## src/rtl/dup_word_source_pkg.sv

```systemverilog
// Shared types and LFSR model for the duplicate-word source.
// The checker bench reuses lfsr_next to rebuild the word sequence.
package dup_word_source_pkg;

  typedef enum logic [1:0] {
    S_IDLE = 2'd0,
    S_RUN  = 2'd1,
    S_DONE = 2'd2
  } state_e;

  // x^8+x^6+x^5+x^4+1 as a mask over q[7:0]
  localparam logic [7:0] LFSR_TAPS = 8'hB8;

  function automatic logic [7:0] lfsr_next(input logic [7:0] s);
    return {s[6:0], ^(s & LFSR_TAPS)};
  endfunction

endpackage

```

## src/rtl/dup_word_if.sv

```systemverilog
// Valid/ready word stream from the source to the tally checker.
// The master drives valid/data_out, the slave drives ready.
interface dup_word_if #(
  parameter int WIDTH = 8
);

  logic             valid;
  logic             ready;
  logic [WIDTH-1:0] data_out;

  modport master (
    output valid,
    output data_out,
    input  ready
  );

  modport slave (
    input  valid,
    input  data_out,
    output ready
  );

endinterface

```

## src/rtl/dup_word_source_lfsr8.sv

```systemverilog
// 8-bit Fibonacci LFSR, advanced one step when step is high.
// Never reaches zero from a nonzero seed.
module lfsr8
  import dup_word_source_pkg::*;
#(
  parameter logic [7:0] SEED = 8'h01
) (
  input  logic       clk,
  input  logic       reset,
  input  logic       step,
  output logic [7:0] q
);

  logic [7:0] q_q;
  logic [7:0] q_d;

  // next state: shift in the tap parity on step
  always_comb begin
    q_d = step ? lfsr_next(q_q) : q_q;
  end

  // state register, reloads the seed on reset
  always_ff @(posedge clk or negedge reset) begin
    if (!reset) q_q <= SEED;
    else        q_q <= q_d;
  end

  assign q = q_q;

endmodule

```

## src/rtl/dup_word_source.sv

```systemverilog
// Word series source with periodic forced duplicates and the
// duplicate tally a correct downstream checker must reach.
module dup_word_source
  import dup_word_source_pkg::*;
#(
  parameter int         WIDTH = 8,
  parameter int         CNT_W = 10,
  parameter logic [7:0] SEED  = 8'h01
) (
  input  logic             clk,
  input  logic             reset,
  input  logic             start,
  input  logic [CNT_W-1:0] length,
  input  logic [3:0]       rep_every,
  output logic             busy,
  output logic             done,
  output logic [CNT_W-1:0] exp_count,
  dup_word_if.master       bus
);

  state_e           state_q, state_d;
  logic             valid_q, valid_d;
  logic             busy_q, busy_d;
  logic             done_q, done_d;
  logic [WIDTH-1:0] data_q, data_d;
  logic [WIDTH-1:0] last_q, last_d;
  logic [CNT_W-1:0] exp_q, exp_d;
  logic [CNT_W-1:0] len_q, len_d;
  logic [CNT_W-1:0] idx_q, idx_d;
  logic [3:0]       rep_q, rep_d;
  logic [3:0]       phase_q, phase_d;

  logic             xfer;
  logic             gen;
  logic             dup;
  logic             step;
  logic [3:0]       rep_sel;
  logic [3:0]       ph_sel;
  logic [WIDTH-1:0] dup_src;
  logic [7:0]       lfsr_q;

  lfsr8 #(.SEED(SEED)) u_lfsr (
    .clk   (clk),
    .reset (reset),
    .step  (step),
    .q     (lfsr_q)
  );

  // FSM, word generation and tally next-state
  always_comb begin
    state_d = state_q;
    valid_d = valid_q;
    busy_d  = busy_q;
    done_d  = done_q;
    data_d  = data_q;
    last_d  = last_q;
    exp_d   = exp_q;
    len_d   = len_q;
    idx_d   = idx_q;
    rep_d   = rep_q;
    phase_d = phase_q;
    gen     = 1'b0;
    rep_sel = rep_q;
    ph_sel  = phase_q;
    dup_src = data_q;
    xfer    = (state_q == S_RUN) && valid_q && bus.ready;

    unique case (state_q)
      S_IDLE: begin
        if (start) begin
          len_d = length;
          rep_d = rep_every;
          idx_d = '0;
          if (length == '0) begin
            state_d = S_DONE;
            done_d  = 1'b1;
          end else begin
            state_d = S_RUN;
            busy_d  = 1'b1;
            valid_d = 1'b1;
            gen     = 1'b1;
            rep_sel = rep_every;
            ph_sel  = rep_every;
            dup_src = last_q;
          end
        end
      end
      S_RUN: begin
        if (xfer) begin
          last_d = data_q;
          if (data_q == last_q) exp_d = exp_q + CNT_W'(1);
          if (idx_q == len_q - CNT_W'(1)) begin
            state_d = S_DONE;
            busy_d  = 1'b0;
            valid_d = 1'b0;
            done_d  = 1'b1;
          end else begin
            idx_d = idx_q + CNT_W'(1);
            gen   = 1'b1;
          end
        end
      end
      S_DONE: begin
        state_d = S_IDLE;
        done_d  = 1'b0;
      end
      default: begin
        state_d = S_IDLE;
        valid_d = 1'b0;
        busy_d  = 1'b0;
        done_d  = 1'b0;
      end
    endcase

    // the phase counter hits 1 on every rep_sel-th word
    dup  = (rep_sel != 4'd0) && (ph_sel == 4'd1);
    step = gen && !dup;
    if (gen) begin
      data_d = dup ? dup_src : WIDTH'(lfsr_next(lfsr_q));
      if (rep_sel != 4'd0) phase_d = dup ? rep_sel : ph_sel - 4'd1;
    end
  end

  // state and registered outputs
  always_ff @(posedge clk or negedge reset) begin
    if (!reset) begin
      state_q <= S_IDLE;
      valid_q <= 1'b0;
      busy_q  <= 1'b0;
      done_q  <= 1'b0;
      data_q  <= '0;
      last_q  <= '0;
      exp_q   <= '0;
      len_q   <= '0;
      idx_q   <= '0;
      rep_q   <= '0;
      phase_q <= '0;
    end else begin
      state_q <= state_d;
      valid_q <= valid_d;
      busy_q  <= busy_d;
      done_q  <= done_d;
      data_q  <= data_d;
      last_q  <= last_d;
      exp_q   <= exp_d;
      len_q   <= len_d;
      idx_q   <= idx_d;
      rep_q   <= rep_d;
      phase_q <= phase_d;
    end
  end

  assign bus.valid    = valid_q;
  assign bus.data_out = data_q;
  assign busy         = busy_q;
  assign done         = done_q;
  assign exp_count    = exp_q;

endmodule

```

## src/flat_wrapper.sv

```systemverilog
// flat-port wrapper written by rule: the top's interface ports become plain ports
module dup_word_source_flat import dup_word_source_pkg::*;
#(
  parameter int         WIDTH = 8,
  parameter int         CNT_W = 10,
  parameter logic [7:0] SEED  = 8'h01
)
  (clk, reset, start, length, rep_every, busy, done, exp_count, bus_valid, bus_data_out, bus_ready);
  dup_word_if #(.WIDTH(WIDTH)) bus_i ();
  input  logic clk;
  input  logic reset;
  input  logic start;
  input  logic [CNT_W-1:0] length;
  input  logic [3:0] rep_every;
  output logic busy;
  output logic done;
  output logic [CNT_W-1:0] exp_count;
  output wire logic [$bits(bus_i.valid)-1:0] bus_valid;
  output wire logic [$bits(bus_i.data_out)-1:0] bus_data_out;
  input wire logic [$bits(bus_i.ready)-1:0] bus_ready;
  assign bus_valid = bus_i.valid;
  assign bus_data_out = bus_i.data_out;
  assign bus_i.ready = bus_ready;
  dup_word_source #(.WIDTH(WIDTH), .CNT_W(CNT_W), .SEED(SEED)) u_core (.clk(clk), .reset(reset), .start(start), .length(length), .rep_every(rep_every), .busy(busy), .done(done), .exp_count(exp_count), .bus(bus_i));
endmodule
```

## config.mk

```make
export PLATFORM = sky130hd
export DESIGN_NAME = dup_word_source_flat
export DESIGN_NICKNAME = d
export VERILOG_FILES = /design/src/rtl/dup_word_source_pkg.sv /design/src/rtl/dup_word_if.sv /design/src/rtl/dup_word_source_lfsr8.sv /design/src/rtl/dup_word_source.sv /design/src/flat_wrapper.sv
export SDC_FILE = /design/constraint.sdc
export NUM_CORES = 1
export LEC_CHECK = 0
export CAP_MARGIN = 10
export CORE_ASPECT_RATIO = 1.1
export CORE_MARGIN = 5
export CORE_UTILIZATION = 52
export DETAILED_ROUTE_END_ITERATION = 10
export GPL_TIMING_DRIVEN = 0
export HOLD_SLACK_MARGIN = 0.15
export MAX_ROUTING_LAYER = met4
export PLACE_DENSITY_LB_ADDON = 0.25
export RECOVER_POWER = 25
export SYNTH_ARGS = -nofsm -noshare
export SYNTH_HDL_FRONTEND = slang
export SYNTH_SLANG_ARGS = --single-unit
```

## constraint.sdc

```tcl
create_clock -name clk -period 5.3 [get_ports clk]
set_input_delay 1.06 -clock clk [delete_from_list [all_inputs] [get_ports clk]]
set_output_delay 1.06 -clock clk [all_outputs]
set_load 0.1 [all_outputs]
```

==> summary by stage <==
Finish
The top cell types in the final layout, fill and taps aside, are sky130_fd_sc_hd__nand2_1 (81), sky130_fd_sc_hd__dfrtp_1 (65), sky130_fd_sc_hd__clkdlybuf4s50_1 (37). The share of layout cells above drive strength 1 is around 8.9%. Compared with the post-synthesis result, the final layout area differs by 18.1%. The filler cell count in the final layout is slightly above 600. The repair_antennas step left the layout with diodes totalling 0. Across the whole layout, storage elements account for 1650 um^2. The area of the multi-input gates is around 2000 um^2. The net count of the finished layout is around 480. The library cell used most frequently in the layout, excluding fill and tap cells, is sky130_fd_sc_hd__nand2_1.

Timing
The tightest slew margin relative to the limit is -131%. The number of pins with negative max-slew slack in the final report is 67. Derived from the worst setup path, the maximum achievable clock frequency is 202 MHz.

Setup repair after global routing left no endpoint under its margin. Across all setup checks in the final design, the least slack found is 0.355 ns. The final worst-path cycle share is 93.3%. For the pin with the worst max-slew slack, the measured transition is 3.47 ns. Setup total negative slack on the finished layout was measured at 0 ns. The total setup violations reported at the end of the flow is 0. Counting I/O delays and the setup requirement, the final critical path takes a little under 5 ns.

The number of endpoints with negative hold slack in the final report was 0. On the final layout, the worst clock skew is 0.00995 ns. The final hold slack is 0.468 ns.

Synthesis
The number of nets handed over by synthesis was 429. The count of mapped cells out of synthesis is 406. The synthesized design contains 66 register bits. The mean area per synthesized cell is 9.42 um^2. The proportion of synthesized chip area in sequential cells is 43.2%. The number of enable flip-flop cells after synthesis is 0.

The distinct cell type count of the synthesized netlist is 62. Counting flops with an async set or reset pin after synthesis yields a share of 100%. The most used flip-flop cell after synthesis is sky130_fd_sc_hd__dfrtp_1. In this run the cell area of the synthesized design comes to 3830 um^2. The yosys synthesis warning count is 0.

Setup path
The most frequent cell on the critical path is sky130_fd_sc_hd__buf_2. The worst setup path is launched from a primary input. Data on the critical path is required at its endpoint by approximately 5.6 ns. The delay of the slowest cell on the worst path is around 0.56 ns. STA classifies the critical path endpoint as a flip-flop. The worst setup path is of the primary input to flip-flop kind. The most critical setup path has its startpoint at start. The family with the most delay on the worst path is buffers and inverters.

Among all stages on the critical path, the largest delay is contributed by sky130_fd_sc_hd__a31oi_1. In this run the critical register-to-register path is launched from u_core.state_q[1]. The data arrival at the endpoint of the critical path is ~5.2 ns. The buffers plus inverters on the worst setup path is 4. In this run the worst path has a maximum fanout of 10. Traced cell by cell, the critical path runs through clkdlybuf4s50_1 -> or3b_1 -> buf_2 -> a31oi_1 -> clkbuf_1 -> a21o_1 -> ha_1 -> nor3b_1 -> o21ai_0 -> mux2_2 -> buf_2 -> and3_1 -> or3_1 -> nand4_1.

Clocking
Buffers inserted during clock tree synthesis total 9. The number of buffers inserted by hold repair at cts is 0. TritonCTS built the clock tree. The largest buffer count on any clock path is 2. The number of levels in the clock H-tree is 3. The clock latency reported for the late side of the worst-skew pair is 0.33 ns. After clock tree synthesis, the clock-pin slew on the worst setup and hold paths is 0.08 ns. The number of setup buffers added after CTS is 0. Clock tree synthesis selected as its root buffer the cell sky130_fd_sc_hd__clkbuf_8. The post-cts resize count is 0. For this design, the sink count on the clock tree is 66.

Place
The routability congestion estimate is 0.885. The HPWL after detailed placement is roughly 6500 um. Input and output buffers added on the ports amount to 38.

The post-placement worst setup slack is around 0.010 ns.

Die
During I/O placement, the number of pins put on the boundary was 39. The placeable core region is 7090 um^2. The die span in x is approximately 92 um. The die is roughly 100 um tall. The die covers between 9000 and 10000 um^2. For this configuration, the core starts out at a cell density of 54.0%. The number of rows in the core area is 32.

Min path
The tightest min-delay check is of the flip-flop to flip-flop type. The worst min-delay path startpoint is u_core.exp_count[9].

Run status
The run finished, with violations left. The final reports fail on max-capacitance violations, max-slew violations.

Global route
Across every metal layer, demand over resource in global routing totals 21.1%. After global routing the overflow that remains totals 0. The wire length of the first global-routing pass is 15200 um.

Entering global routing, the biggest net connects 67 pins. The number of global-route vias before repair is 3056. The number of antenna violations at the first check in global routing was 0.

Detailed routing
The post-route antenna net violation count is 0. The via total after detailed routing is between 3000 and 4000. The first routing iteration left between 150 and 200 violations. The mean number of vias per cell is 5.85. The average wire length per cell after detail routing is 16.5 um. The first-pass iteration count of the detailed router is 4. After detailed routing, the number of remaining DRC violations is 0. The final wirelength is 8980 um.

Pwr
Dividing total power by cell area gives a power density of 624 nW/um^2. Across the VDD grid, the largest voltage drop is about 0.42 mV. Summed over all cells, the static leakage comes to 1.98 nW.

Run
Across the run, the number of max-cap violations was 1.
-- cells in the mapped netlist (2+ instances only) --
cell	number	area share [%]
sky130_fd_sc_hd__a21o_1	2	0.39
sky130_fd_sc_hd__nand4_1	14	2.3
sky130_fd_sc_hd__buf_4	2	0.39
sky130_fd_sc_hd__a211oi_2	2	0.65
sky130_fd_sc_hd__nor3b_1	3	0.59
sky130_fd_sc_hd__ha_1	5	1.6
sky130_fd_sc_hd__a41oi_1	2	0.46
sky130_fd_sc_hd__buf_1	3	0.29
sky130_fd_sc_hd__a211oi_1	6	1.2
sky130_fd_sc_hd__a21oi_1	9	1.2
sky130_fd_sc_hd__nand3b_1	2	0.39
sky130_fd_sc_hd__clkbuf_1	11	1.1
sky130_fd_sc_hd__xor2_1	13	3.0
sky130_fd_sc_hd__nor3_1	11	1.4
sky130_fd_sc_hd__nand4b_1	2	0.46
sky130_fd_sc_hd__o211ai_1	2	0.39
sky130_fd_sc_hd__o21a_1	3	0.59
sky130_fd_sc_hd__a311o_1	2	0.52
sky130_fd_sc_hd__xnor2_1	21	4.8
sky130_fd_sc_hd__nand2b_1	8	1.3
sky130_fd_sc_hd__nor4_1	5	0.82
sky130_fd_sc_hd__nand3_1	8	1.0
sky130_fd_sc_hd__a22oi_1	8	1.6
sky130_fd_sc_hd__and2_1	3	0.49
sky130_fd_sc_hd__nand2_1	81	7.9
sky130_fd_sc_hd__o21ai_1	3	0.39
sky130_fd_sc_hd__a2111oi_2	2	0.78
sky130_fd_sc_hd__a21oi_2	2	0.46
sky130_fd_sc_hd__o21ai_0	8	1.0
sky130_fd_sc_hd__a31oi_1	3	0.49
sky130_fd_sc_hd__mux2_2	3	0.88
sky130_fd_sc_hd__dfrtp_1	65	43
sky130_fd_sc_hd__a2111o_1	3	0.88
sky130_fd_sc_hd__and3_1	4	0.65
sky130_fd_sc_hd__o22ai_1	8	1.3
sky130_fd_sc_hd__inv_1	17	1.7
sky130_fd_sc_hd__nor2_1	13	1.3
sky130_fd_sc_hd__buf_2	7	0.92
sky130_fd_sc_hd__mux2i_1	17	4.4
-- routing by layer --
| metal | vias to the layer above | track usage, % | part of all wire, % |
|---|---|---|---|
| li1 | 1553 | - | - |
| met1 | 1570 | 27.3 | 44 |
| met2 | 56 | 34.2 | 51 |
| met3 | 11 | 2.77 | 3.0 |
| met4 | 0 | 7.77 | 1.5 |
| met5 | - | - | 0 |
-- layout make-up --
cell class              instances  share of cell area, %
plain buffers                  23                   2.27
clock buffers                  11                   2.91
clock inverters                 5                   1.75
inverters                      17                   1.41
multi-input cells             300                   44.4
flip-flops and latches         66                   36.6
well taps                      85                   2.35
repair buffers                 38                   8.28
-- flip-flops by register name (all words and copies together), names as in the netlist --
name and cells:
u_core.phase_q 4, u_core.bus.valid 1, u_core.rep_q 4, u_core.u_lfsr.q 8, u_core.idx_q 10, u_core.state_q 2
u_core.exp_count 10, u_core.last_q 8, u_core.bus.data_out 8, u_core.len_q 10, u_core.done 1
-- metrics by stage --
step           std cells  utilization [%]  area (um^2)  power, mW
2_1_floorplan        406                -         3830       2.01
4_1_cts              545             63.8         4520       2.83
6_report             545             63.7         4520       2.82
3_5_place_dp         529             60.8         4310       2.37
5_1_grt              545             63.7         4520       3.00
3_3_place_gp         529             60.9         4310       2.33
-- cells by family (layout without fill, tap and decap cells) --
group	count (synthesis)	after routing	share of synthesized area, %
flip-flops	66	66	43.2
buffers and inverters	40	94	4.35
adder cells (fa/ha/maj)	5	5	1.64
multiplexers	21	21	5.62
AND/OR/NAND/NOR	162	162	20.9
XOR/XNOR	34	34	7.78
AO/OA/AOI/OAI	78	78	16.5
-- final timing paths --
kind,endpoint,slack [ns],cells after the start
min in group asynchronous,u_core.len_q[4],1.88,1
min reg2reg,u_core.exp_count[9],0.47,1
max,u_core.phase_q[2],0.36,14
min,u_core.exp_count[9],0.47,1
max reg2reg,u_core.phase_q[2],1.04,14
max in group asynchronous,u_core.bus.data_out[6],1.44,1
-- power breakdown --
| part | internal, mW | leakage (nW) | switching, mW |
|---|---|---|---|
| clock network | 0.265 | 0.107 | 0.192 |
| logic | 0.519 | 1.06 | 0.946 |
| registers | 0.700 | 0.812 | 0.195 |
| total | 1.48 | 1.98 | 1.33 |
Note: power is estimated with default switching activity, not from simulation.
